--- src/rtl/z_core_pkg.sv ---
// Shared decode definitions: opcodes, immediate formats, EX-stage payload and immediate generator.
package z_core_pkg;

  localparam int unsigned XLEN     = 32;
  localparam int unsigned REG_AW   = 5;
  localparam int unsigned NUM_REGS = 32;

  localparam logic [6:0] OP     = 7'b0110011;
  localparam logic [6:0] OP_IMM = 7'b0010011;
  localparam logic [6:0] LOAD   = 7'b0000011;
  localparam logic [6:0] STORE  = 7'b0100011;
  localparam logic [6:0] BRANCH = 7'b1100011;
  localparam logic [6:0] JAL    = 7'b1101111;
  localparam logic [6:0] JALR   = 7'b1100111;
  localparam logic [6:0] LUI    = 7'b0110111;
  localparam logic [6:0] AUIPC  = 7'b0010111;

  typedef enum logic [2:0] {
    IMM_NONE,
    IMM_I,
    IMM_S,
    IMM_B,
    IMM_U,
    IMM_J
  } imm_fmt_e;

  // Operand set and side-band handed to EX.
  typedef struct packed {
    logic [XLEN-1:0]   alu_in1;
    logic [XLEN-1:0]   alu_in2;
    logic [6:0]        inst_type;
    logic [2:0]        funct3;
    logic [6:0]        funct7;
    logic [XLEN-1:0]   rs2_data;
    logic [XLEN-1:0]   imm;
    logic [XLEN-1:0]   pc;
    logic [REG_AW-1:0] rd;
    logic              wen;
    logic              illegal;
  } ex_bus_t;

  // Sign-extended immediate from instruction bits [31:7] (opcode bits never contribute).
  function automatic logic [XLEN-1:0] imm_gen(input logic [31:7] ib, input imm_fmt_e fmt);
    logic [XLEN-1:0] imm;
    imm = '0;
    case (fmt)
      IMM_I:   imm = {{20{ib[31]}}, ib[31:20]};
      IMM_S:   imm = {{20{ib[31]}}, ib[31:25], ib[11:7]};
      IMM_B:   imm = {{19{ib[31]}}, ib[31], ib[7], ib[30:25], ib[11:8], 1'b0};
      IMM_U:   imm = {ib[31:12], 12'h000};
      IMM_J:   imm = {{11{ib[31]}}, ib[31], ib[19:12], ib[20], ib[30:21], 1'b0};
      default: imm = '0;
    endcase
    return imm;
  endfunction

endpackage

--- src/rtl/z_core_decode_stage_if.sv ---
// Fetch->decode and decode->EX handshake/bus bundle.
//  master: environment side (fetch drives if_*, EX drives ex_ready and consumes ex_*/alu_*)
//  slave : decode stage side
interface z_core_decode_stage_if;
  import z_core_pkg::*;

  logic              if_valid;
  logic              if_ready;
  logic [XLEN-1:0]   if_inst;
  logic [XLEN-1:0]   if_pc;

  logic              ex_ready;
  logic              ex_valid;
  logic [XLEN-1:0]   alu_in1;
  logic [XLEN-1:0]   alu_in2;
  logic [6:0]        alu_inst_type;
  logic [2:0]        alu_funct3;
  logic [6:0]        alu_funct7;
  logic [XLEN-1:0]   ex_rs2_data;
  logic [XLEN-1:0]   ex_imm;
  logic [XLEN-1:0]   ex_pc;
  logic [REG_AW-1:0] ex_rd;
  logic              ex_wen;
  logic              ex_illegal;

  modport master (
    output if_valid, if_inst, if_pc, ex_ready,
    input  if_ready, ex_valid, alu_in1, alu_in2, alu_inst_type, alu_funct3, alu_funct7,
           ex_rs2_data, ex_imm, ex_pc, ex_rd, ex_wen, ex_illegal
  );

  modport slave (
    input  if_valid, if_inst, if_pc, ex_ready,
    output if_ready, ex_valid, alu_in1, alu_in2, alu_inst_type, alu_funct3, alu_funct7,
           ex_rs2_data, ex_imm, ex_pc, ex_rd, ex_wen, ex_illegal
  );

endinterface

--- src/rtl/z_core_reg_file.sv ---
// 32x32 register file: two async read ports with same-cycle write bypass, one sync write port.
//  clk, rst         : clock, synchronous active-high reset (clears all registers)
//  raddr1/raddr2    : read addresses; rdata1/rdata2 : read data (x0 reads 0)
//  we, waddr, wdata : write port; writes to x0 are dropped
module z_core_reg_file
  import z_core_pkg::*;
(
  input  logic              clk,
  input  logic              rst,
  input  logic [REG_AW-1:0] raddr1,
  input  logic [REG_AW-1:0] raddr2,
  output logic [XLEN-1:0]   rdata1,
  output logic [XLEN-1:0]   rdata2,
  input  logic              we,
  input  logic [REG_AW-1:0] waddr,
  input  logic [XLEN-1:0]   wdata
);

  logic [XLEN-1:0] regs [NUM_REGS];
  logic            wr_live;

  assign wr_live = we && (waddr != '0);

  // Register array write.
  always_ff @(posedge clk) begin
    if (rst) begin
      for (int i = 0; i < NUM_REGS; i++) regs[i] <= '0;
    end else if (wr_live) begin
      regs[waddr] <= wdata;
    end
  end

  // Reads see a write landing this cycle.
  always_comb begin
    rdata1 = '0;
    rdata2 = '0;
    if (raddr1 != '0) rdata1 = (wr_live && waddr == raddr1) ? wdata : regs[raddr1];
    if (raddr2 != '0) rdata2 = (wr_live && waddr == raddr2) ? wdata : regs[raddr2];
  end

endmodule

--- src/rtl/z_core_decode_stage.sv ---
// Decode / operand-fetch stage feeding z_core_alu.
//  clk, rst            : clock, synchronous active-high reset
//  flush               : squash the EX register and block acceptance this cycle
//  wb_en/wb_rd/wb_data : writeback port (register file write, scoreboard clear, read bypass)
//  bus (slave)         : if_* fetch handshake in, ex_*/alu_* registered operand set out
module z_core_decode_stage
  import z_core_pkg::*;
#(
  parameter logic [XLEN-1:0] RESET_PC_INFO = 32'h0000_0000
) (
  input  logic                  clk,
  input  logic                  rst,
  input  logic                  flush,
  input  logic                  wb_en,
  input  logic [REG_AW-1:0]     wb_rd,
  input  logic [XLEN-1:0]       wb_data,
  z_core_decode_stage_if.slave  bus
);

  logic [6:0]          opcode;
  logic [2:0]          funct3;
  logic [REG_AW-1:0]   rs1;
  logic [REG_AW-1:0]   rs2;
  logic [REG_AW-1:0]   rd;
  logic [XLEN-1:0]     rs1_data;
  logic [XLEN-1:0]     rs2_data;

  logic                use_rs1;
  logic                use_rs2;
  logic                writes;
  logic                legal;
  imm_fmt_e            fmt;
  ex_bus_t             issue;

  logic [NUM_REGS-1:0] busy;
  logic [NUM_REGS-1:0] busy_d;
  logic                src1_busy;
  logic                src2_busy;
  logic                hazard;
  logic                ready;
  logic                accept;

  logic                ex_valid_q;
  ex_bus_t             ex_q;

  assign opcode = bus.if_inst[6:0];
  assign rd     = bus.if_inst[11:7];
  assign funct3 = bus.if_inst[14:12];
  assign rs1    = bus.if_inst[19:15];
  assign rs2    = bus.if_inst[24:20];

  z_core_reg_file u_reg_file (
    .clk    (clk),
    .rst    (rst),
    .raddr1 (rs1),
    .raddr2 (rs2),
    .rdata1 (rs1_data),
    .rdata2 (rs2_data),
    .we     (wb_en),
    .waddr  (wb_rd),
    .wdata  (wb_data)
  );

  // Opcode classification: which sources are read, whether rd is written, immediate format.
  always_comb begin
    use_rs1 = 1'b0;
    use_rs2 = 1'b0;
    writes  = 1'b0;
    legal   = 1'b1;
    fmt     = IMM_NONE;
    case (opcode)
      OP:                  begin use_rs1 = 1'b1; use_rs2 = 1'b1; writes = 1'b1; end
      OP_IMM, LOAD, JALR:  begin use_rs1 = 1'b1; writes = 1'b1; fmt = IMM_I; end
      STORE:               begin use_rs1 = 1'b1; use_rs2 = 1'b1; fmt = IMM_S; end
      BRANCH:              begin use_rs1 = 1'b1; use_rs2 = 1'b1; fmt = IMM_B; end
      LUI, AUIPC:          begin writes = 1'b1; fmt = IMM_U; end
      JAL:                 begin writes = 1'b1; fmt = IMM_J; end
      default:             legal = 1'b0;
    endcase
  end

  // Operand selection and side-band for the instruction on the fetch port.
  always_comb begin
    issue           = '0;
    issue.imm       = imm_gen(bus.if_inst[31:7], fmt);
    issue.inst_type = opcode;
    issue.funct3    = funct3;
    issue.rd        = rd;
    issue.pc        = bus.if_pc;
    issue.rs2_data  = rs2_data;
    issue.wen       = writes && (rd != '0);
    issue.illegal   = ~legal;
    if (opcode == LUI)                          issue.alu_in1 = '0;
    else if (opcode == AUIPC || opcode == JAL)  issue.alu_in1 = bus.if_pc;
    else                                        issue.alu_in1 = rs1_data;
    issue.alu_in2 = (opcode == OP || opcode == BRANCH) ? rs2_data : issue.imm;
    // funct7 only carries meaning for R-type and the shift-immediate group.
    if (opcode == OP || (opcode == OP_IMM && funct3 == 3'b101)) issue.funct7 = bus.if_inst[31:25];
  end

  // A source being written back this cycle is served by the bypass, so it does not stall.
  assign src1_busy = use_rs1 && busy[rs1] && !(wb_en && wb_rd == rs1);
  assign src2_busy = use_rs2 && busy[rs2] && !(wb_en && wb_rd == rs2);
  assign hazard    = src1_busy || src2_busy || (issue.wen && busy[rd]);
  assign ready     = ~flush && ~hazard && (~ex_valid_q || bus.ex_ready);
  assign accept    = bus.if_valid && ready;
  assign bus.if_ready = ready;

  // Scoreboard next state: clears first so a same-index set on accept wins.
  always_comb begin
    busy_d = busy;
    if (wb_en) busy_d[wb_rd] = 1'b0;
    if (flush && ex_valid_q && ex_q.wen) busy_d[ex_q.rd] = 1'b0;
    if (accept && issue.wen) busy_d[issue.rd] = 1'b1;
    busy_d[0] = 1'b0;
  end

  always_ff @(posedge clk) begin
    if (rst) busy <= '0;
    else     busy <= busy_d;
  end

  // EX register: load on accept, drop to idle on flush or when EX drains without a refill.
  always_ff @(posedge clk) begin
    if (rst || flush || (!accept && ex_valid_q && bus.ex_ready)) begin
      ex_valid_q <= 1'b0;
      ex_q       <= '0;
      ex_q.pc    <= RESET_PC_INFO;
    end else if (accept) begin
      ex_valid_q <= 1'b1;
      ex_q       <= issue;
    end
  end

  assign bus.ex_valid      = ex_valid_q;
  assign bus.alu_in1       = ex_q.alu_in1;
  assign bus.alu_in2       = ex_q.alu_in2;
  assign bus.alu_inst_type = ex_q.inst_type;
  assign bus.alu_funct3    = ex_q.funct3;
  assign bus.alu_funct7    = ex_q.funct7;
  assign bus.ex_rs2_data   = ex_q.rs2_data;
  assign bus.ex_imm        = ex_q.imm;
  assign bus.ex_pc         = ex_q.pc;
  assign bus.ex_rd         = ex_q.rd;
  assign bus.ex_wen        = ex_q.wen;
  assign bus.ex_illegal    = ex_q.illegal;

endmodule

--- src/flat_wrapper.sv ---
// flat-port wrapper written by rule: the top's interface ports become plain ports
module z_core_decode_stage_flat import z_core_pkg::*;
#(
  parameter logic [XLEN-1:0] RESET_PC_INFO = 32'h0000_0000
)
  (clk, rst, flush, wb_en, wb_rd, wb_data, bus_if_valid, bus_if_inst, bus_if_pc, bus_ex_ready, bus_if_ready, bus_ex_valid, bus_alu_in1, bus_alu_in2, bus_alu_inst_type, bus_alu_funct3, bus_alu_funct7, bus_ex_rs2_data, bus_ex_imm, bus_ex_pc, bus_ex_rd, bus_ex_wen, bus_ex_illegal);
  z_core_decode_stage_if bus_i ();
  input  logic clk;
  input  logic rst;
  input  logic flush;
  input  logic wb_en;
  input  logic [REG_AW-1:0] wb_rd;
  input  logic [XLEN-1:0] wb_data;
  input wire logic [$bits(bus_i.if_valid)-1:0] bus_if_valid;
  input wire logic [$bits(bus_i.if_inst)-1:0] bus_if_inst;
  input wire logic [$bits(bus_i.if_pc)-1:0] bus_if_pc;
  input wire logic [$bits(bus_i.ex_ready)-1:0] bus_ex_ready;
  output wire logic [$bits(bus_i.if_ready)-1:0] bus_if_ready;
  output wire logic [$bits(bus_i.ex_valid)-1:0] bus_ex_valid;
  output wire logic [$bits(bus_i.alu_in1)-1:0] bus_alu_in1;
  output wire logic [$bits(bus_i.alu_in2)-1:0] bus_alu_in2;
  output wire logic [$bits(bus_i.alu_inst_type)-1:0] bus_alu_inst_type;
  output wire logic [$bits(bus_i.alu_funct3)-1:0] bus_alu_funct3;
  output wire logic [$bits(bus_i.alu_funct7)-1:0] bus_alu_funct7;
  output wire logic [$bits(bus_i.ex_rs2_data)-1:0] bus_ex_rs2_data;
  output wire logic [$bits(bus_i.ex_imm)-1:0] bus_ex_imm;
  output wire logic [$bits(bus_i.ex_pc)-1:0] bus_ex_pc;
  output wire logic [$bits(bus_i.ex_rd)-1:0] bus_ex_rd;
  output wire logic [$bits(bus_i.ex_wen)-1:0] bus_ex_wen;
  output wire logic [$bits(bus_i.ex_illegal)-1:0] bus_ex_illegal;
  assign bus_i.if_valid = bus_if_valid;
  assign bus_i.if_inst = bus_if_inst;
  assign bus_i.if_pc = bus_if_pc;
  assign bus_i.ex_ready = bus_ex_ready;
  assign bus_if_ready = bus_i.if_ready;
  assign bus_ex_valid = bus_i.ex_valid;
  assign bus_alu_in1 = bus_i.alu_in1;
  assign bus_alu_in2 = bus_i.alu_in2;
  assign bus_alu_inst_type = bus_i.alu_inst_type;
  assign bus_alu_funct3 = bus_i.alu_funct3;
  assign bus_alu_funct7 = bus_i.alu_funct7;
  assign bus_ex_rs2_data = bus_i.ex_rs2_data;
  assign bus_ex_imm = bus_i.ex_imm;
  assign bus_ex_pc = bus_i.ex_pc;
  assign bus_ex_rd = bus_i.ex_rd;
  assign bus_ex_wen = bus_i.ex_wen;
  assign bus_ex_illegal = bus_i.ex_illegal;
  z_core_decode_stage #(.RESET_PC_INFO(RESET_PC_INFO)) u_core (.clk(clk), .rst(rst), .flush(flush), .wb_en(wb_en), .wb_rd(wb_rd), .wb_data(wb_data), .bus(bus_i));
endmodule
--- config.mk ---
export PLATFORM = sky130hd
export DESIGN_NAME = z_core_decode_stage_flat
export DESIGN_NICKNAME = d
export VERILOG_FILES = /design/src/rtl/z_core_pkg.sv /design/src/rtl/z_core_decode_stage_if.sv /design/src/rtl/z_core_reg_file.sv /design/src/rtl/z_core_decode_stage.sv /design/src/flat_wrapper.sv
export SDC_FILE = /design/constraint.sdc
export NUM_CORES = 2
export LEC_CHECK = 0
export BUFFER_PORTS_ARGS = -buffer_cell sky130_fd_sc_hd__buf_2
export CAP_MARGIN = 10
export CORE_AREA = 2 2 466 468
export DETAILED_ROUTE_END_ITERATION = 10
export DIE_AREA = 0 0 468 470
export GPL_ROUTABILITY_DRIVEN = 0
export GPL_TIMING_DRIVEN = 0
export HOLD_SLACK_MARGIN = 0.03
export PLACE_DENSITY = 0.45
export SLEW_MARGIN = 10
export SYNTH_ARGS = -nofsm -noshare
export SYNTH_HDL_FRONTEND = slang
export SYNTH_SLANG_ARGS = --single-unit
--- constraint.sdc ---
create_clock -name clk -period 5.1 [get_ports clk]
set_input_delay 0.255 -clock clk [delete_from_list [all_inputs] [get_ports clk]]
set_output_delay 0.255 -clock clk [all_outputs]
set_load 0.02 [all_outputs]
# Yosys cells after proc, flatten, opt, wreduce, memory -nomap -nowiden
# Memory sizes are Yosys's and may differ from the RTL's.
# Index checks and enable logic that the tools add are counted.
[classes] order_cmp=8 eq_ne=17 n_mux=37 bitwise=9 reduce_logical=45
[op_table] operator="32-bit 2-to-1 mux" n=11
[op_table] operator="32-bit one-hot mux with 5 select lines" n=1
[op_table] operator="32-bit AND" n=2
[op_table] operator="32-bit inverter" n=2
[op_table] operator="32-bit OR" n=1
[op_table] operator="32-bit OR reduction" n=1
[op_table] operator="5-bit by 6-bit less-than comparator with 1-bit output, second input constant" n=5
[op_table] operator="1-bit logical AND" n=23
[op_table] operator="7-bit by 6-bit equality test with 1-bit output, second input constant" n=3
[op_table] operator="7-bit equality test, second input constant" n=3
[op_table] operator="5-bit nonzero test" n=4
[op_table] operator="1-bit 2-to-1 mux" n=16
[op_table] operator="1-bit binary-select mux with 5-bit select" n=3
[op_table] operator="1-bit demux with 5-bit select" n=3
[op_table] operator="5-bit by 1-bit greater-or-equal comparator with 1-bit output, second input constant" n=3
[op_table] operator="3-bit one-hot mux with 5 select lines" n=1
[op_table] operator="7-bit by 5-bit equality test with 1-bit output, second input constant" n=2
[op_table] operator="5-bit equality test" n=2
[op_table] operator="3-bit equality test, second input constant" n=3
[op_table] operator="9-bit OR reduction" n=1
[op_table] operator="1-bit logical OR" n=8
[op_table] operator="7-bit by 2-bit equality test with 1-bit output, second input constant" n=1
[op_table] operator="7-bit 2-to-1 mux" n=1
[op_table] operator="7-bit OR reduction" n=1
[op_table] operator="other kinds (8)" n=15
[totals] reg_bits=217 ram_bits=1024 inputBits=107 out_inout_bits=186 wordCells=131 memories=1
[mem_list] memory="u_core.u_reg_file.regs" depth=32 width=32 read_ports=2 rd_ports_with_merged_regs=0 write_ports=32 line_no="z_core_reg_file.sv:19" source="logic [XLEN-1:0] regs [NUM_REGS];"

# Logic depth before layout (Yosys ltp)
[depth] depth_word=15 depth_mapped=13 depth_no_buf=7

# By module
# A second synthesis with hierarchy kept.
[unflattened] cells_unflattened=5190 hier_area_um2=67061.8
[modules_own_cells] mod="z_core_reg_file" n_inst=1 cells_per_inst=3918 area_each_um2=55723.4 seq_area_each_um2=30749.5
[modules_own_cells] mod="z_core_decode_stage" n_inst=1 cells_per_inst=1272 area_each_um2=11338.4 seq_area_each_um2=4324.1

# Worst setup path after synthesis
# OpenSTA, ideal clock, no wires.
[synth_path] kind="input to register" startpoint="input port wb_rd[2]" endpoint="memory u_core.u_reg_file.regs[4][0] (enable)" setup_ns=0.468 arrival_ns=3.555 required_time_ns=4.632 slack_ns=1.077 stages=4 path_buffers=2 cell_sequence="clkbuf_1 or3b_2 clkbuf_1 o21ai_0"
[synth_lines] item="start, declared" line_no="flat_wrapper.sv:12" source="input logic [REG_AW-1:0] wb_rd;"
[synth_lines] item="end, declared" line_no="z_core_reg_file.sv:19"

# Final worst setup path
[layout_path] startpoint="input port bus_if_inst[16]" endpoint="register u_core.ex_q, in the netlist u_core.bus.alu_in1[22]"
[layout_between] elab_chain_cells=14 elab_cells_between_ends=24 cone_classes="1 x eq/ne; 6 x mux; 1 x bitwise; 15 x reduce/logical; 1 x memory"
[layout_rtl] item="start, declared" line_no="flat_wrapper.sv:15" source="input wire logic [$bits(bus_i.if_inst)-1:0] bus_if_inst;"
[layout_rtl] item="1-bit binary-select mux with 5-bit select or 5-bit equality test (tied branches)" line_no="z_core_decode_stage.sv:102, z_core_reg_file.sv:37"
[layout_rtl] item="1-bit 2-to-1 mux (implied by the code) or 1-bit logical AND (tied branches)" line_no="z_core_decode_stage.sv:102" source="assign src1_busy = use_rs1 && busy[rs1] && !(wb_en && wb_rd == rs1);"
[layout_rtl] item="1-bit logical AND or 1-bit logical NOT (tied branches)" line_no="z_core_decode_stage.sv:102"
[layout_rtl] item="1-bit logical AND" line_no="z_core_decode_stage.sv:102"
[layout_rtl] item="1-bit logical OR (2 in series)" line_no="z_core_decode_stage.sv:104" source="assign hazard = src1_busy || src2_busy || (issue.wen && busy[rd]);"
[layout_rtl] item="1-bit inverter" line_no="z_core_decode_stage.sv:105" source="assign ready = ~flush && ~hazard && (~ex_valid_q || bus.ex_ready);"
[layout_rtl] item="1-bit logical AND (2 in series)" line_no="z_core_decode_stage.sv:105"
[layout_rtl] item="1-bit logical AND" line_no="z_core_decode_stage.sv:106" source="assign accept = bus.if_valid && ready;"
[layout_rtl] item="1-bit logical NOT" line_no="z_core_decode_stage.sv:125" source="if (rst || flush || (!accept && ex_valid_q && bus.ex_ready)) begin"
[layout_rtl] item="1-bit logical AND (2 in series)" line_no="z_core_decode_stage.sv:125"
[layout_rtl] item="1-bit logical OR" line_no="z_core_decode_stage.sv:125"
[layout_rtl] item="end signal, assigned" line_no="z_core_decode_stage.sv:131" source="ex_q <= issue;"
[layout_rtl] item="end, declared" line_no="z_core_decode_stage.sv:44" source="ex_bus_t ex_q;"
# Several ways; a longest one is shown, not always the timed one. The select of a mux whose other input is x is not followed.
# A chain may end at the register's enable or synchronous reset.

==> impl_metrics.py <==
metrics = {
    "yosys": {
        "synth_edf_count": 1024,
        "synth.distinct_cells": 62,
        "synthArstFlopShare": 0,
        "synth.area.top_cells": "edfxtp_1 48%, mux4_2 21%, and2_1 9.7%",
        "yosysTopAreaCell": "edfxtp_1",
        "synth_warnings": 0,
        "synth-seq-cells": 1240,
        "syn_area_per_cell_sq_um": 14.1,
        "syn_inst": 4574,
        "synthTopCellsByCount": "1,024 x edfxtp_1, 998 x and2_1, 591 x mux4_2",
        "netlist.area_leader.share": 0.478,
        "synth.cell_area_sq_um": 64300,
        "yosysMostFrequentCell": "edfxtp_1",
        "synth_ff_type": "edfxtp_1",
        "synth_seq_area_share": 0.546,
    },
    "worst_setup_path": {
        "slowest_stage": "clkbuf_1",
        "cp.arrival_ns": 5.93,
        "path_class": "primary input to flip-flop",
        "r2r-start": "u_core.busy[27]",
        "worst-r2r-cell-count": 9,
        "timing.critical_path.from": "bus_if_inst[16]",
        "cp-start-kind": "primary input",
        "worstPathRequired_ns": 5.80,
        "cp_cell_sequence": "buf_2 -> clkbuf_1 -> clkbuf_1 -> buf_2 -> clkbuf_1 -> mux4_2 -> mux2i_1 -> o22ai_1 -> a211oi_1 -> o21ai_0 -> a22o_1",
        "crit_path_max_incr_delay_ns": 1.00,
        "crit_fanout": 10,
        "critPathCaptureType": "flip-flop",
        "path_common_cell": "clkbuf_1",
    },
    "global_routing": {
        "grt_usage": 0.289,
        "grt_pass1_vias": 46339,
        "overflow": 0,
        "grt_max_degree": 33,
        "grt_antenna_before_repair": 36,
        "grt_pass1_wl_um": 423000,
    },
    "placement": {
        "dp_cells": 7814,
        "dp_hpwl_um": 242000,
        "portBuffers": 281,
    },
    "sta": {
        "hold_viol": 0,
        "worst_slew_pin_slew_ns": 1.43,
        "period_minus_slack_ns": 5.23,
        "finClkSkew_ns": 0.0356,
        "max_slew_margin": 0.0436,
        "finalSetupViolCount": 3,
        "slew_viol_final": 0,
        "rsz0062_at_grt": "no",
        "period_share": 1.03,
        "setup_ws_ns": -0.132,
        "fmaxAchievable_ghz": 0.191,
    },
    "clocking": {
        "cts_sinks": 1240,
        "clkTransAtPathRegs_ns": 0.06,
        "cts_buffer_depth": 3,
        "cts_root_buf": "clkbuf_16",
        "numCtsBuffers": 152,
        "htreeDepth": 4,
        "insertion_delay_ns": 0.81,
        "cts_tree": "done",
    },
    "cells_and_area": {
        "fin_cells": 8176,
        "fillers": 20911,
        "drive_gt1_frac": 0.261,
        "synthToLayoutAreaGrowth_pct": 19.5,
        "nets": 5289,
        "multi_input_area_sq_um": 27700,
        "final_core_util": 0.356,
        "seq_area_sq_um": 35100,
    },
    "hold_path": {
        "hold_class": "primary input to flip-flop",
        "hold_depth": 2,
        "hp-start": "wb_data[5]",
    },
    "power": {
        "p_leak_nw": 26.5,
        "p_per_area_nw_per_um2": 340,
        "ir_worst_vdd_v": 0.000386,
        "p_total_w": 0.0261,
    },
    "route": {
        "wirelength_um": 324000,
        "num_vias": 47488,
        "vias_per_cell": 5.81,
        "drt-pass1-iter-count": 6,
        "drc": 0,
        "ant_nets": 0,
        "drt_iter0_drc": 6860,
        "wire_per_inst_um": 39.6,
    },
    "floorplan": {
        "rows": 171,
        "dieArea_sq_um": 220000,
        "die_x_um": 468,
        "start_util": 0.298,
        "coreArea_sq_um": 216000,
        "io_pins": 293,
        "die_h_um": 470,
    },
    "run": {
        "cap_violations": 0,
    },
    "status": {
        "failed_checks": "setup timing",
        "status": "finished with violations",
    },
}
-- kinds of logic after synthesis --
group,after synthesis,share of synthesized area
muxes,749,0.232
and+or+nand+nor,1558,0.136
buffers and inverters,489,0.0310
DFF,1240,0.546
xor gates and xnor gates,11,0.00150
AOI/OAI and AO/OA,526,0.0533
other,1,0.0000583
-- final cells by class --
cell class              instances  share of cell area
flip-flops and latches       1240               0.457
repair buffers                423              0.0472
inverters                       9            0.000472
well taps                    2854              0.0465
clock buffers                 213              0.0548
diodes                         18            0.000586
clock inverters                63             0.00583
plain buffers                 480              0.0269
multi-input cells            2876               0.361
-- metrics by stage --
step | worst slack, ns | area, sq um | TNS, ns | hold slack (ns)
2_1_floorplan | 1.08 | 64400 | 0 | 0.391
4_1_cts | 0.136 | 76700 | 0 | 0.0321
3_3_place_gp | -4.58 | 69400 | -3165.87 | 0.438
6_report | -0.132 | 76800 | -0.174 | 0.0597
5_1_grt | 0.153 | 76800 | 0 | 0.0323
3_5_place_dp | -0.978 | 71400 | -14.48 | 0.442
-- layer usage --
metal	wire [um]	vias to the layer above	GRT usage
li1	-	18735	-
met1	121000	25024	0.356
met2	146000	2984	0.447
met3	31700	737	0.0751
met4	25400	8	0.189
met5	46	-	0
-- sequential cells by signal, indices dropped and copies added (netlist names) --
register,cells
u_core.u_reg_file.regs,1024
u_core.bus.alu_in1,32
u_core.bus.alu_in2,32
u_core.bus.ex_imm,32
u_core.bus.ex_pc,32
u_core.bus.ex_rs2_data,32
u_core.busy,31
u_core.bus.alu_funct7,7
u_core.bus.alu_inst_type,7
u_core.bus.ex_rd,5
u_core.bus.alu_funct3,3
u_core.bus.ex_illegal,1
u_core.bus.ex_valid,1
u_core.bus.ex_wen,1
-- what timing repair did --
action                                  CTS  global route
resized for setup                         2             0
hold buffers                             68             0
endpoints found under the setup margin    1             0
buffers inserted                          0             0
endpoints found under the hold margin   125             0
-- power breakdown --
part	leakage (nW)	switching [W]	total (W)	internal, W
sequential	11.5	0.000252	0.0117	0.0114
clock	2.29	0.00463	0.0105	0.00591
combinational	12.7	0.00252	0.00386	0.00134
-- layout by cell type, fill, tap and decap left out, drive strengths merged, types with 124 or more instances in the layout --
master  instances
nand2         210
buf           477
clkbuf        570
a21oi         124
mux2i         141
nor2          162
mux4          591
edfxtp       1024
o21ai         133
and2          998
dfxtp         216
-- worst max-delay path, delay by kind of cell --
family,cells,cell delay (ns)
AO/OA/AOI/OAI,4,1.62
multiplexers,2,0.77
buffers and inverters,5,3.21
-- path summary, 6_finish.rpt --
path | endpoint | slack, ns
setup / recovery | u_core.bus.alu_in1[22] | -0.13
hold / removal | u_core.u_reg_file.regs[1][5] | 0.06
setup reg to reg | u_core.bus.ex_pc[19] | 0.52
hold reg to reg | u_core.bus.ex_imm[6] | 0.45
(Power assumes the default switching activity.)
